`config.mk`:
```
export PLATFORM = sky130hd
export DESIGN_NAME = csi_capture_controller
export DESIGN_NICKNAME = d
export VERILOG_FILES = /design/src/rtl/csi_capture_controller.sv
export SDC_FILE = /design/constraint.sdc
export NUM_CORES = 1
export LEC_CHECK = 0
export BUFFER_PORTS_ARGS = -buffer_cell sky130_fd_sc_hd__buf_2
export CORE_MARGIN = 2
export CORE_UTILIZATION = 58
export CTS_CLUSTER_SIZE = 20
export DETAILED_ROUTE_END_ITERATION = 8
export HOLD_SLACK_MARGIN = 0.03
export PLACE_DENSITY = 0.83
export SYNTH_ARGS = -nofsm -noshare
export SYNTH_HDL_FRONTEND = slang
export SYNTH_SLANG_ARGS = --single-unit
```
`constraint.sdc`:
```
create_clock -name clock_p -period 3.81 [get_ports clock_p]
set_input_delay 0.762 -clock clock_p [delete_from_list [all_inputs] [get_ports clock_p]]
set_output_delay 0.762 -clock clock_p [all_outputs]
set_load 0.01 [all_outputs]
```
`src/rtl/csi_capture_controller.sv`:
```
// CSI-2 capture controller: arms on request, stores whole frames from one virtual
// channel into a word-addressed frame buffer, and reports completion or failure.

module csi_capture_controller #(
  parameter logic [1:0] VC         = 2'd0,
  parameter int         ADDR_WIDTH = 17,
  parameter int         TIMEOUT    = 1000000
) (
  input  logic                  clock_p,
  input  logic                  reset,
  input  logic [1:0]            virtual_channel,
  input  logic                  interrupt,
  input  logic                  frame_start,
  input  logic                  frame_end,
  input  logic                  line_start,
  input  logic                  line_end,
  input  logic [31:0]           image_data,
  input  logic                  image_data_enable,
  input  logic                  capture_request,
  input  logic [7:0]            num_frames,
  input  logic                  abort,
  output logic                  busy,
  output logic                  done,
  output logic                  error,
  output logic [1:0]            error_code,
  output logic                  write_enable,
  output logic [ADDR_WIDTH-1:0] write_address,
  output logic [31:0]           write_data,
  output logic [7:0]            frame_count,
  output logic [15:0]           line_count
);

  localparam int WD_W = (TIMEOUT > 1) ? $clog2(TIMEOUT) : 1;
  localparam logic [WD_W-1:0]     WD_LAST = WD_W'(TIMEOUT - 1);
  localparam logic [WD_W-1:0]     WD_ONE  = WD_W'(1);
  localparam logic [ADDR_WIDTH:0] PTR_ONE = (ADDR_WIDTH + 1)'(1);

  localparam logic [1:0] ERR_TIMEOUT  = 2'd1;
  localparam logic [1:0] ERR_OVERFLOW = 2'd2;
  localparam logic [1:0] ERR_FRAMING  = 2'd3;

  typedef enum logic [1:0] {IDLE, ARMED, CAPTURE} state_t;

  state_t                state_q, state_d;
  logic [7:0]            targetFrames_q, targetFrames_d;
  // One extra bit marks that the all-ones word has already been written.
  logic [ADDR_WIDTH:0]   wrPtr_q, wrPtr_d;
  logic [WD_W-1:0]       watchdog_q, watchdog_d;
  logic                  done_q, done_d;
  logic                  error_q, error_d;
  logic [1:0]            errorCode_q, errorCode_d;
  logic                  wrEnable_q, wrEnable_d;
  logic [ADDR_WIDTH-1:0] wrAddr_q, wrAddr_d;
  logic [31:0]           wrData_q, wrData_d;
  logic [7:0]            frameCount_q, frameCount_d;
  logic [15:0]           lineCount_q, lineCount_d;

  logic       match, fs, fe, ls, beat, overflowed, doWrite;
  logic [7:0] frameNext;
  logic       unusedLineEnd;

  assign match         = (virtual_channel == VC);
  assign fs            = interrupt && frame_start && match;
  assign fe            = interrupt && frame_end && match;
  assign ls            = interrupt && line_start && match;
  assign beat          = image_data_enable && match;
  assign overflowed    = wrPtr_q[ADDR_WIDTH];
  assign frameNext     = frameCount_q + 8'd1;
  assign unusedLineEnd = line_end;

  always_comb begin
    state_d        = state_q;
    targetFrames_d = targetFrames_q;
    wrPtr_d        = wrPtr_q;
    watchdog_d     = watchdog_q;
    done_d         = 1'b0;
    error_d        = 1'b0;
    errorCode_d    = errorCode_q;
    wrEnable_d     = 1'b0;
    wrAddr_d       = wrAddr_q;
    wrData_d       = wrData_q;
    frameCount_d   = frameCount_q;
    lineCount_d    = lineCount_q;
    doWrite        = 1'b0;

    case (state_q)
      IDLE: begin
        if (capture_request) begin
          errorCode_d = 2'd0;
          if (num_frames != 8'd0) begin
            targetFrames_d = num_frames;
            frameCount_d   = 8'd0;
            wrPtr_d        = '0;
            wrAddr_d       = '0;
            state_d        = ARMED;
          end else begin
            done_d = 1'b1;
          end
        end
      end

      ARMED: begin
        if (abort) begin
          state_d = IDLE;
        end else if (fs) begin
          state_d     = CAPTURE;
          lineCount_d = 16'd0;
          watchdog_d  = '0;
        end
      end

      CAPTURE: begin
        // Priority: abort, FS, FE (a same-cycle beat is still stored), beat, LS.
        if (abort) begin
          state_d = IDLE;
        end else if (fs) begin
          error_d     = 1'b1;
          errorCode_d = ERR_FRAMING;
          state_d     = IDLE;
        end else if (fe) begin
          frameCount_d = frameNext;
          watchdog_d   = '0;
          doWrite      = beat && !overflowed;
          if (frameNext == targetFrames_q) begin
            done_d  = 1'b1;
            state_d = IDLE;
          end else begin
            state_d = ARMED;
          end
        end else if (beat && overflowed) begin
          error_d     = 1'b1;
          errorCode_d = ERR_OVERFLOW;
          state_d     = IDLE;
        end else if (beat || ls) begin
          watchdog_d = '0;
          doWrite    = beat;
          if (ls) begin
            lineCount_d = lineCount_q + 16'd1;
          end
        end else if (watchdog_q == WD_LAST) begin
          error_d     = 1'b1;
          errorCode_d = ERR_TIMEOUT;
          state_d     = IDLE;
        end else begin
          watchdog_d = watchdog_q + WD_ONE;
        end
      end

      default: state_d = IDLE;
    endcase

    // The write presents the pre-increment address one cycle after the beat.
    if (doWrite) begin
      wrEnable_d = 1'b1;
      wrAddr_d   = wrPtr_q[ADDR_WIDTH-1:0];
      wrData_d   = image_data;
      wrPtr_d    = wrPtr_q + PTR_ONE;
    end
  end

  always_ff @(posedge clock_p) begin
    if (reset) begin
      state_q        <= IDLE;
      targetFrames_q <= 8'd0;
      wrPtr_q        <= '0;
      watchdog_q     <= '0;
      done_q         <= 1'b0;
      error_q        <= 1'b0;
      errorCode_q    <= 2'd0;
      wrEnable_q     <= 1'b0;
      wrAddr_q       <= '0;
      wrData_q       <= 32'd0;
      frameCount_q   <= 8'd0;
      lineCount_q    <= 16'd0;
    end else begin
      state_q        <= state_d;
      targetFrames_q <= targetFrames_d;
      wrPtr_q        <= wrPtr_d;
      watchdog_q     <= watchdog_d;
      done_q         <= done_d;
      error_q        <= error_d;
      errorCode_q    <= errorCode_d;
      wrEnable_q     <= wrEnable_d;
      wrAddr_q       <= wrAddr_d;
      wrData_q       <= wrData_d;
      frameCount_q   <= frameCount_d;
      lineCount_q    <= lineCount_d;
    end
  end

  assign busy          = (state_q != IDLE);
  assign done          = done_q;
  assign error         = error_q;
  assign error_code    = errorCode_q;
  assign write_enable  = wrEnable_q;
  assign write_address = wrAddr_q;
  assign write_data    = wrData_q;
  assign frame_count   = frameCount_q;
  assign line_count    = lineCount_q;

endmodule
```
# Word-level counts from Yosys, hierarchy flattened
# Cells that the tools add are included.
[totals]
n_memories = 0
wordCells = 139
mem_bits_rw = 0
inputBits = 52
latch_bits = 0
regBits = 126
romBits = 0
[classes]
magnitude_cmp = 0
n_div = 0
n_mul = 0
shift = 0
bitwise = 1
reduce_logical = 28
eq_ne = 23
add_sub_neg = 4
n_mux = 71
[ops]
columns = ["op", "n"]
rows = [
  ["$mux 20", 8],
  ["$mux 16", 8],
  ["$mux 18", 4],
  ["$mux 17", 4],
  ["$mux 8", 5],
  ["$pmux 20 s2", 1],
  ["$mux 2", 17],
  ["$pmux 16 s2", 1],
  ["$ne 2x2->1 const B", 11],
  ["$add 20x1->20 const B", 1],
  ["$eq 20x20->1 const B", 1],
  ["$mux 1", 19],
  ["$add 18x1->18 const B", 1],
  ["$add 16x1->16 const B", 1],
  ["$pmux 8 s2", 1],
  ["$ne 4x4->1 const B", 3],
  ["$ne 6x6->1 const B", 2],
  ["$reduce_and 6->1", 2],
  ["$reduce_bool 2->1", 6],
  ["$logic_and 1x1->1", 9],
  ["$ne 3x3->1 const B", 3],
  ["$reduce_and 9->1", 1],
  ["$add 8x1->8 const B", 1],
  ["$eq 8x8->1", 1],
  ["other kinds (14)", 16],
]

# Logic depth before layout (Yosys ltp)
# Gate-level depths: netlist of run 1.
[logic_depth]
ltp_word = 11
depth_mapped = 10

# Worst setup path before layout of run 1
# OpenSTA, ideal clock, no wires.
[synth_path]
path_type = "input-to-reg"
start = "in abort"
end = "reg watchdog_q[7]"
path_buffers = 1
arrival_time_ns = 2.294
cell_stages = 7
slack_ns = 1.446
path_cell_list = "or3b_1 -> a311o_1 -> nand2_2 -> buf_12 -> nand2_8 -> or4_1 -> a21oi_1"
[synth_via]
elab_chain_cells = 2
word_cells_on_any_way = 3
classes_between = "eq/ne (2); reduce/logical (1)"
[synth_lines]
columns = ["element", "line_no", "source"]
rows = [
  ["start, declared", "21", "input logic abort,"],
  ["$ne 2x2->1 (no source line)", "n/a", ""],
  ["$reduce_and 7->1 (no source line) (*)", "n/a", ""],
  ["end signal, assigned", "179", "watchdog_q <= watchdog_d;"],
  ["end, declared", "48", "logic [WD_W-1:0] watchdog_q, watchdog_d;"],
]
# Mark *: on every way between the ends. The rest lies on a longest branch, timed or not.
# A chain may end at the register's enable or synchronous reset.

# Final worst setup path of run 1
[layout_path]
start = "reg state_q[0]"
end = "reg watchdog_q[14]"
[layout_via]
elab_chain_cells = 3
word_cells_on_any_way = 11
classes_between = "eq/ne (8); mux (1); reduce/logical (2)"
[layout_lines]
columns = ["element", "line_no", "source"]
rows = [
  ["start, declared", "44", "state_t state_q, state_d;"],
  ["start signal, assigned", "176", "state_q <= state_d;"],
  ["$eq 2x2->1 or $eq 2x1->1 (tied branches)", "86", "case (state_q)"],
  ["$ne 4x4->1 (no source line), or another cell as far along", "n/a", ""],
  ["$reduce_and 7->1 (no source line)", "n/a", ""],
]
# Parallel ways exist; a longest one is shown, timed or not.

==> results.md, run 1 <==
- Status: finished, final reports clean
- Most frequent cells in the layout: 136 x nand2_1, 129 x buf_2, 126 x dfxtp_1, 88 x a21oi_1, 66 x nor2_1
- Initial cell density of the core: 59.6%
- LEAKAGE: 0.00286 uW
- Slew Limit Headroom: 50.5%
- Area delta synth->final: 22.9%
- Layout cells sized above 1: 21.2%
- CTS Buf Count: 17
- Clock sink total: 126
- CP Buf/Inv Count: 2
- Slowest cell on the critical path: a2111o_1
- Min-Delay Path Depth: 2
- Most common cell after layout, fill and taps aside: nand2_1
- Antenna violations before repair: 0
- Total Wirelength: 15.3 mm
- Cell depth of the worst setup path: 8
- Port Buf Inserts: 129
- Number of distinct library cells after synthesis: 68
- Yosys reg bits: 126
- R2R setup slack: 0.99 ns
- Crit-path max FO: 14
- Drt via density: 5.84
- Met3 Track Usage GR: 7.02%
- Most used DFF post-synth: dfxtp_1
- Fill count: 757
- YS warnings: 0
- Routability congestion estimate: 0.882
- Setup CP Type: register to register
- Gr usage total: 28.0%
- Finished Cell Area: 7170 um2
- Vias after detailed routing: 5783
- Mapped cell area: 5830 um2
- Post-synthesis async set-or-reset flop share: 0%
- Pwr dens: 512 nW/um2
- Post-placement cell count: 958
- Hold WC Path Type: register to register
- Tot Pwr: 3670 uW
- Min Hold Slack: 0.449 ns
- Average wire per standard cell: 15.5 um
- DP HPWL: 10.1 mm
- Worst EP required: 4.19 ns
- Grt total ovfl: 0
- Crit path largest cell delay: 0.58 ns
- Crit end category: register
- RSZ-0062 raised after global routing: no
- Worst-Margin Slew: 0.743 ns
- R2R depth: 8
- Clk_lat worst skew: 0.53 ns
- Syn Area/Cell: 7.99 um2
- Root Driver: clkbuf_8
- CTS resizes: 0
- DIE AREA: 10900 um2
- Number of global-route vias before repair: 5388
- Fmax: 354 MHz
- Initial DRC count: 359
- Final Net Count: 904
- DRC: 0
- Crit path time final: 2.82 ns
- Met2 Track Usage GR: 48.2%
- Post-DP Area: 6510 um2
- Antenna cells: 0
- Post-CTS Setup Repair Bufs: 0
- Clock slew at reported path FFs: 0.06 ns
- Worst setup SP type: register
- # setup viols final: 0
- Crit-path leading delay family: compound AO/OA/AOI/OAI gates
- Core Box Area: 9770 um2
- Row cnt: 36
- Post-Layout Cell Count: 990
- Max Slew Vio Count: 0
- GRT busiest layer: met2
- Maximum buffer depth of the clock tree: 2
- H-Tree Depth: 4
- Post-route ant nets: 0
- WP data arrival: 3.20 ns
- Syn_nets: 790
- Cells after Synth: 730
- TritonCTS clock tree: done
- Die Wd: 104 um
- GR Util met1: 33.9%
- Endpoints failing hold: 0
- Max Cap Viol: 0
- First-pass GRT wire length: 25.1 mm
- Crit-path cells: inv_1 > ha_1 > inv_2 > a21o_1 > a2111o_1 > and2_1 > a31oi_1 > a211oi_1
- Worst IR Drop VDD: 267 uV
- Final Skew: 0.0104 ns
- Hold buffers post-CTS: 0
- Die Height: 104 um
- Final period util: 74.1%
- TritonRoute pass-1 iters: 5
- Number of synthesized flops with an enable pin: 0
- Seq/Total Area, Yosys: 43.3%
- Sum Neg Setup Slack: 0 ns
- Largest net degree at the start of global routing: 64
- Boundary pin count: 131
-- Yosys cell counts, types with 5 or more instances --
cell type	number	area (um2)
and2_1	10	62.6
inv_1	9	33.8
clkbuf_1	27	101
buf_1	7	26.3
nand2_1	136	510
xor2_1	9	78.8
a21o_1	6	45.0
o211ai_1	8	60.1
or4_1	10	75.1
nor2_1	66	248
a31oi_1	6	37.5
nand3_1	50	250
dfxtp_1	126	2520
ha_1	8	100
nor4_1	6	37.5
nor3_1	16	80.1
or3_1	5	31.3
and3_1	15	93.8
xnor2_1	21	184
o21ai_0	17	85.1
nand4_1	11	68.8
a21oi_1	88	440
-- final timing paths --
path,startpoint,endpoint
setup / recovery,state_q[0],watchdog_q[14]
hold / removal,write_data[31],write_data[31]
hold reg to reg,write_data[31],write_data[31]
setup reg to reg,state_q[0],watchdog_q[14]
-- worst reg2reg max path, stage by stage, from the launching register on --
cell and delay [ns]:
dfxtp_1 0.35, inv_1 0.09, ha_1 0.50, inv_2 0.22
a21o_1 0.20, a2111o_1 0.58, and2_1 0.37, a31oi_1 0.28
a211oi_1 0.08
-- state kept, by name, indices dropped and copies added, names as in the netlist --
signal / cells
done: 1
error: 1
error_code: 2
frame_count: 8
line_count: 16
state_q: 2
targetFrames_q: 8
watchdog_q: 20
wrPtr_q: 18
write_address: 17
write_data: 32
write_enable: 1
-- stage by stage --
step           worst slack, ns  utilization [%]
6_report                 0.989             73.3
5_1_grt                  0.836             73.3
4_1_cts                   1.02             73.3
3_5_place_dp             0.960             66.6
3_3_place_gp              1.02             66.6
2_1_floorplan             1.45                -
-- layout make-up --
type,instances,area (um2),share of cell area (%)
clock buffer,20,445,6.22
tap,133,166,2.32
sequential,126,2520,35.2
multi-input combinational,553,3090,43.1
timing repair buffer,136,698,9.74
clock inverter,12,208,2.90
inverter,10,37.5,0.524
-- layer usage --
layer,part of all wire [%],vias up
met5,0,-
li1,-,2803
met4,1.5,0
met3,6.3,23
met2,50,236
met1,42,2721
-- power breakdown --
group	switching (uW)	total [uW]	leakage, uW	internal, uW
clock	618	1790	0.000308	1170
combinational	361	518	0.00154	157
sequential	22.6	1360	0.00102	1340
total	1000	3670	0.00286	2670
-- logic make-up after synthesis --
group                      share of synthesized area, %
buffers and inverters                              3.84
xor gates and xnor gates                           4.51
and+or+nand+nor                                    29.1
muxes                                             0.558
DFF                                                43.3
adders and majority gates                          1.72
AOI/OAI and AO/OA                                  17.0
(Power assumes the default switching activity.)
==> run 2: changes to the inputs <==
--- a/config.mk
+++ b/config.mk
@@ -7,11 +7,11 @@
 export LEC_CHECK = 0
 export BUFFER_PORTS_ARGS = -buffer_cell sky130_fd_sc_hd__buf_2
 export CORE_MARGIN = 2
-export CORE_UTILIZATION = 58
+export CORE_UTILIZATION = 49
 export CTS_CLUSTER_SIZE = 20
 export DETAILED_ROUTE_END_ITERATION = 8
 export HOLD_SLACK_MARGIN = 0.03
-export PLACE_DENSITY = 0.83
+export PLACE_DENSITY = 0.74
 export SYNTH_ARGS = -nofsm -noshare
 export SYNTH_HDL_FRONTEND = slang
 export SYNTH_SLANG_ARGS = --single-unit
==> constraint.sdc (replaced) <==
create_clock -name clock_p -period 2.41 [get_ports clock_p]
set_input_delay 0.482 -clock clock_p [delete_from_list [all_inputs] [get_ports clock_p]]
set_output_delay 0.482 -clock clock_p [all_outputs]
set_load 0.01 [all_outputs]
==> results.md, run 2 (synthesis results as in run 1) <==
- Initial cell density of the core: 50.6% (was 59.6%)
- Clk_lat worst skew: 0.41 ns (was 0.53 ns)
- Port Buf Inserts: 129 (unchanged)
- Post-route ant nets: 0 (unchanged)
- Drt via density: 5.62 (was 5.84)
- CTS Buf Count: 17 (unchanged)
- Min Hold Slack: 0.303 ns (was 0.449 ns)
- Worst-Margin Slew: 0.515 ns (was 0.743 ns)
- Area delta synth->final: 26.0% (was 22.9%)
- Post-placement cell count: 994 (was 958)
- First-pass GRT wire length: 24.3 mm (was 25.1 mm)
- H-Tree Depth: 4 (unchanged)
- Pwr dens: 759 nW/um2 (was 512 nW/um2)
- Antenna cells: 0 (unchanged)
- Core Box Area: 11500 um2 (was 9770 um2)
- Slowest cell on the critical path: or4_1 (was a2111o_1)
- Clock slew at reported path FFs: 0.05 ns (was 0.06 ns)
- Layout cells sized above 1: 24.5% (was 21.2%)
- Boundary pin count: 131 (unchanged)
- Worst slack, placed: -0.0511 ns (was 0.960 ns)
- Root Driver: clkbuf_16 (was clkbuf_8)
- DP HPWL: 10.3 mm (was 10.1 mm)
- Failing checks: DRC
- TritonRoute pass-1 iters: 7 (was 5)
- Die Height: 113 um (was 104 um)
- # setup viols final: 0 (unchanged)
- Final Net Count: 934 (was 904)
- Final period util: 99.4% (was 74.1%)
- Setup CP Type: register to register (unchanged)
- Max Cap Viol: 0 (unchanged)
- Worst setup SP type: register (unchanged)
- Crit-path max FO: 4 (was 14)
- FF/Latch Area: 2520 um2 (about the same)
- TritonCTS clock tree: done (unchanged)
- Maximum buffer depth of the clock tree: 2 (unchanged)
- Crit end category: register (unchanged)
- Gr usage total: 22.9% (was 28.0%)
- Sum Neg Setup Slack: 0 ns (unchanged)
- Crit-path cells: inv_2 > ha_4 > or3b_1 > a311o_1 > a211oi_2 > nand2_1 > or4_1 > nand2_1 (was inv_1 > ha_1 > inv_2 > a21o_1 > a2111o_1 > and2_1 > a31oi_1 > a211oi_1)
- Most common cell after layout, fill and taps aside: nand2_1 (unchanged)
- WP data arrival: 2.75 ns (was 3.20 ns)
- Hold buffers post-CTS: 0 (unchanged)
- Clock sink total: 126 (unchanged)
- Average wire per standard cell: 14.3 um (was 15.5 um)
- Fill count: 998 (was 757)
- Worst IR Drop VDD: 474 uV (was 267 uV)
- Routability congestion estimate: 0.953 (was 0.882)
- Critical path's most frequent cell: nand2_1
- Worst EP required: 2.76 ns (was 4.19 ns)
- Multi-input gate area: 3110 um2 (was 3090 um2)
- Total Wirelength: 14.7 mm (was 15.3 mm)
- Slew Limit Headroom: 65.7% (was 50.5%)
- Post-Layout Cell Count: 1027 (was 990)
- Initial DRC count: 448 (was 359)
- LEAKAGE: 0.00298 uW (was 0.00286 uW)
- Largest net degree at the start of global routing: 70 (was 64)
- Grt total ovfl: 0 (unchanged)
- Max FFs per register: 32 (unchanged)
- Endpoints failing hold: 0 (unchanged)
- Die Wd: 113 um (was 104 um)
- Vias after detailed routing: 5770 (was 5783)
- Crit path time final: 2.40 ns (was 2.82 ns)
- Antenna violations before repair: 0 (unchanged)
- Hold WC Path Type: primary input to register (was register to register)
- Slack of the critical path: 0.0144 ns (was 0.989 ns)
- Status: finished with violations (was finished, final reports clean)
- DIE AREA: 12800 um2 (was 10900 um2)
- Max Slew Vio Count: 0 (unchanged)
- Final Skew: 0.0125 ns (was 0.0104 ns)
- Fmax: 417 MHz (was 354 MHz)
- Most frequent cells in the layout: 136 x nand2_1, 128 x buf_2, 124 x dfxtp_1, 88 x a21oi_1, 66 x nor2_1 (was 136 x nand2_1, 129 x buf_2, 126 x dfxtp_1, 88 x a21oi_1, 66 x nor2_1)
- Number of global-route vias before repair: 5349 (was 5388)
- DRC: 7 (was 0)
- RSZ-0062 raised after global routing: yes (was no)
- Crit path largest cell delay: 0.41 ns (was 0.58 ns)
- Row cnt: 39 (was 36)
run 2: through the flow:
stage | cell area [um2] | util (%) | power [uW]
finish | 7340 | 63.8 | 5570
global route | 7340 | 63.8 | 5810
CTS | 7290 | 63.3 | 5530
detailed placement | 6740 | 58.5 | 3120
global placement | 6740 | 58.5 | 3090
floorplan | 5830 | - | 2840
run 2: final timing paths:
check / from / end / slack (ns) / depth (start not counted)
setup / recovery: state_q[1] / watchdog_q[15] / 0.01 / 8
setup reg to reg: state_q[1] / watchdog_q[15] / 0.01 / 8
hold / removal: image_data[22] / write_data[22] / 0.30 / 3
hold reg to reg: write_data[19] / write_data[19] / 0.45 / 2
run 2: routing by layer:
metal	GRT usage (%)	vias up	part of all wire, %
li1	-	2855	-
met1	28.7	2692	44
met2	37.8	203	49
met3	6.48	20	6.2
met4	8.37	0	1.5
met5	0	-	0
run 2: repair_timing:
item	CTS	global route
endpoints found under the hold margin	0	0
buffers inserted	0	4
resized for setup	2	8
pin swaps	0	5
endpoints found under the setup margin	3	11
run 2: critical path: cells and delay by family (launching register included):
| kind | cells | cell delay [ns] |
|---|---|---|
| AND/OR/NAND/NOR | 4 | 0.97 |
| AO/OA/AOI/OAI | 2 | 0.71 |
| flip-flops | 1 | 0.33 |
| adder cells (fa/ha/maj) | 1 | 0.28 |
| buffers and inverters | 1 | 0.05 |
run 2: final cells by class:
type | count | area share [%]
Timing Repair Buffer | 166 | 12.8
Multi-Input combinational cell | 553 | 42.4
Inverter | 10 | 0.511
Tap cell | 143 | 2.44
Clock buffer | 21 | 6.27
Sequential cell | 126 | 34.4
Clock inverter | 8 | 1.26
run 2: power by group:
part | total [uW] | switching [uW] | leakage, uW | internal, uW
Clock | 2390 | 845 | 0.000274 | 1550
Combinational | 1020 | 606 | 0.00169 | 418
Sequential | 2160 | 31.4 | 0.00102 | 2120
==> run 3: changes to the inputs <==
--- a/config.mk
+++ b/config.mk
@@ -5,13 +5,15 @@
 export SDC_FILE = /design/constraint.sdc
 export NUM_CORES = 1
 export LEC_CHECK = 0
+export ABC_AREA = 1
 export BUFFER_PORTS_ARGS = -buffer_cell sky130_fd_sc_hd__buf_2
 export CORE_MARGIN = 2
-export CORE_UTILIZATION = 49
+export CORE_UTILIZATION = 50
 export CTS_CLUSTER_SIZE = 20
 export DETAILED_ROUTE_END_ITERATION = 8
+export GPL_TIMING_DRIVEN = 1
 export HOLD_SLACK_MARGIN = 0.03
-export PLACE_DENSITY = 0.74
+export PLACE_DENSITY = 0.75
 export SYNTH_ARGS = -nofsm -noshare
 export SYNTH_HDL_FRONTEND = slang
 export SYNTH_SLANG_ARGS = --single-unit
==> results.md, run 3 <==
- # setup viols final: 0 (unchanged)
- Min-Delay Path Depth: 3 (unchanged)
- Largest net degree at the start of global routing: 47 (was 70)
- TritonCTS clock tree: done (unchanged)
- Drt via density: 5.33 (was 5.62)
- TritonRoute pass-1 iters: 8 (was 7)
- FF-to-FF End: wrPtr_q[10] (was watchdog_q[15])
- Worst setup SP type: register (unchanged)
- Post-CTS Setup Repair Bufs: 0 (unchanged)
- Crit end category: register (unchanged)
- Mapped cell area: 6150 um2 (was 5830 um2)
- Count leader, synth: nand2_1 (unchanged)
- LEAKAGE: 0.00317 uW (was 0.00298 uW)
- YS warnings: 0 (unchanged)
- Crit-path max FO: 46 (was 4)
- Slack of the critical path: 0.184 ns (was 0.0144 ns)
- Die Wd: 115 um (was 113 um)
- Worst IR Drop VDD: 503 uV (was 474 uV)
- Syn_nets: 961 (was 790)
- Post-placement cell count: 1160 (was 994)
- Worst hold endpoint: targetFrames_q[0] (was write_data[22])
- Hold buffers post-CTS: 0 (unchanged)
- Status: finished, final reports clean (was finished with violations)
- DRC: 0 (was 7)
- Clock slew at reported path FFs: 0.06 ns (was 0.05 ns)
- Final Net Count: 1092 (was 934)
- Total Wirelength: 15.6 mm (was 14.7 mm)
- Area fraction of the dominant cell type after synthesis: 41.0% (was 43.3%)
- Boundary pin count: 131 (unchanged)
- Post-synth top cells: 169 x nand2_1, 141 x nor2_1, 126 x dfxtp_1 (was 136 x nand2_1, 126 x dfxtp_1, 88 x a21oi_1)
- Pwr dens: 707 nW/um2 (was 759 nW/um2)
- Crit path time final: 2.23 ns (was 2.40 ns)
- Routability congestion estimate: 0.946 (was 0.953)
- Die Height: 115 um (was 113 um)
- CTS resizes: 0 (was 2)
- Most common cell after layout, fill and taps aside: nand2_1 (unchanged)
- Slew Limit Headroom: 61.8% (was 65.7%)
- RSZ-0062 raised after global routing: no (was yes)
- Port Buf Inserts: 129 (unchanged)
- Most used DFF post-synth: dfxtp_1 (unchanged)
- Gr usage total: 24.2% (was 22.9%)
- Finished Cell Area: 7520 um2 (was 7340 um2)
- CTS Buf Count: 17 (unchanged)
- Vias after detailed routing: 6351 (was 5770)
- Cells after Synth: 901 (was 730)
- Setup CP Type: register to register (unchanged)
- Antenna cells: 0 (unchanged)
- RR Startpoint: state_q[0] (was state_q[1])
- Sum Neg Setup Slack: 0 ns (unchanged)
- R2R setup slack: 0.18 ns (was 0.01 ns)
- WP data arrival: 2.54 ns (was 2.75 ns)
- Max Cap Viol: 0 (unchanged)
- DP HPWL: 11.1 mm (was 10.3 mm)
- Number of synthesized flops with an enable pin: 0 (unchanged)
- R2R depth: 9 (was 8)
- Synth area leaders: dfxtp_1 41%, nand2_1 10%, nor2_1 8.6% (was dfxtp_1 43%, nand2_1 8.8%, a21oi_1 7.6%)
- Row cnt: 40 (was 39)
- Initial DRC count: 489 (was 448)
- Worst EP required: 2.73 ns (was 2.76 ns)
- Number of distinct library cells after synthesis: 42 (was 68)
- Final period util: 92.4% (was 99.4%)
- Average wire per standard cell: 13.1 um (was 14.3 um)
- Syn Area/Cell: 6.83 um2 (was 7.99 um2)
- Maximum buffer depth of the clock tree: 2 (unchanged)
- Post-synthesis async set-or-reset flop share: 0% (unchanged)
- Clk_lat worst skew: 0.42 ns (was 0.41 ns)
- Layout cells sized above 1: 18.9% (was 24.5%)
- Yosys reg bits: 126 (unchanged)
- Core Box Area: 12000 um2 (was 11500 um2)
- Number of global-route vias before repair: 5715 (was 5349)
- Hold_sp: num_frames[0] (was image_data[22])
- Clock sink total: 126 (unchanged)
- Worst slack, placed: 0.144 ns (was -0.0511 ns)
- Area delta synth->final: 22.3% (was 26.0%)
- Endpoints failing hold: 0 (unchanged)
- DIE AREA: 13200 um2 (was 12800 um2)
- Seq/Total Area, Yosys: 41.0% (was 43.3%)
- Grt total ovfl: 0 (unchanged)
- First-pass GRT wire length: 25.8 mm (was 24.3 mm)
- Synth area leader: dfxtp_1 (unchanged)
- Post-Layout Cell Count: 1192 (was 1027)
- Post-DP Area: 6940 um2 (was 6740 um2)
- Hold WC Path Type: primary input to register (unchanged)
- Fmax: 449 MHz (was 417 MHz)
- Initial cell density of the core: 51.2% (was 50.6%)
- Max FFs per register: 32 (unchanged)
- H-Tree Depth: 4 (unchanged)
- Worst-Margin Slew: 0.571 ns (was 0.515 ns)
- Post-route ant nets: 0 (unchanged)
- Final Skew: 0.00711 ns (was 0.0125 ns)
- Root Driver: clkbuf_16 (unchanged)
- Most frequent cells in the layout: 169 x nand2_1, 141 x nor2_1, 129 x buf_2, 126 x dfxtp_1, 90 x inv_1 (was 136 x nand2_1, 128 x buf_2, 124 x dfxtp_1, 88 x a21oi_1, 66 x nor2_1)
- Antenna violations before repair: 0 (unchanged)
- Max Slew Vio Count: 0 (unchanged)
## run 3: stage by stage
stage               util, %  total power (uW)  hold WS [ns]
floorplan                 -              2720         0.444
global placement       57.8              2910         0.448
detailed placement     57.8              2920         0.452
CTS                    62.6              5350         0.301
global route           62.6              5550         0.318
finish                 62.6              5320         0.308
## run 3: cell families after synthesis
group,Yosys count,synth area share [%]
AND/OR/NAND/NOR,462,33.0
flip-flops,126,41.0
AO/OA/AOI/OAI,170,14.8
XOR/XNOR,8,1.14
buffers and inverters,127,8.42
adder cells (fa/ha/maj),8,1.63
## run 3: where the power goes
| group | total [uW] | leakage [uW] | switching [uW] | internal (uW) |
|---|---|---|---|---|
| combinational | 680 | 0.00187 | 458 | 222 |
| sequential | 2200 | 0.00102 | 58.9 | 2140 |
| clock | 2430 | 0.000280 | 958 | 1480 |
| total | 5320 | 0.00317 | 1470 | 3840 |
## run 3: final cells by class
type / count / area [um2]
multi-input combinational: 648 / 3120
timing repair buffer: 144 / 771
inverter: 95 / 357
tap: 147 / 184
clock buffer: 20 / 457
sequential: 126 / 2520
clock inverter: 12 / 114
fill: 1148 / 4490
## run 3: per-layer routing
metal	global-route usage [%]	up-vias	part of all wire, %
li1	-	3249	-
met1	30.3	2853	44
met2	39.5	214	46
met3	6.54	35	6.7
met4	9.80	0	2.5
met5	0	-	0
## run 3: worst max-delay path, stage by stage (launching register included)
cell      delay [ns]
dfxtp_1         0.34
inv_1           0.09
ha_1            0.32
inv_2           0.15
nor3_1          0.20
nand3_2         0.22
inv_2           0.15
buf_12          0.22
o21ai_1         0.14
a221oi_1        0.27
## run 3: worst max-delay path by stage
stage,slack (ns),start,cells after the start,endpoint
floorplan,0.68,state_q[0],8,wrPtr_q[11]
global placement,0.18,virtual_channel[1],11,watchdog_q[14]
detailed placement,0.14,virtual_channel[1],11,watchdog_q[14]
CTS,0.19,state_q[0],9,wrPtr_q[10]
global route,0.01,state_q[0],9,wrPtr_q[10]
finish,0.18,state_q[0],9,wrPtr_q[10]
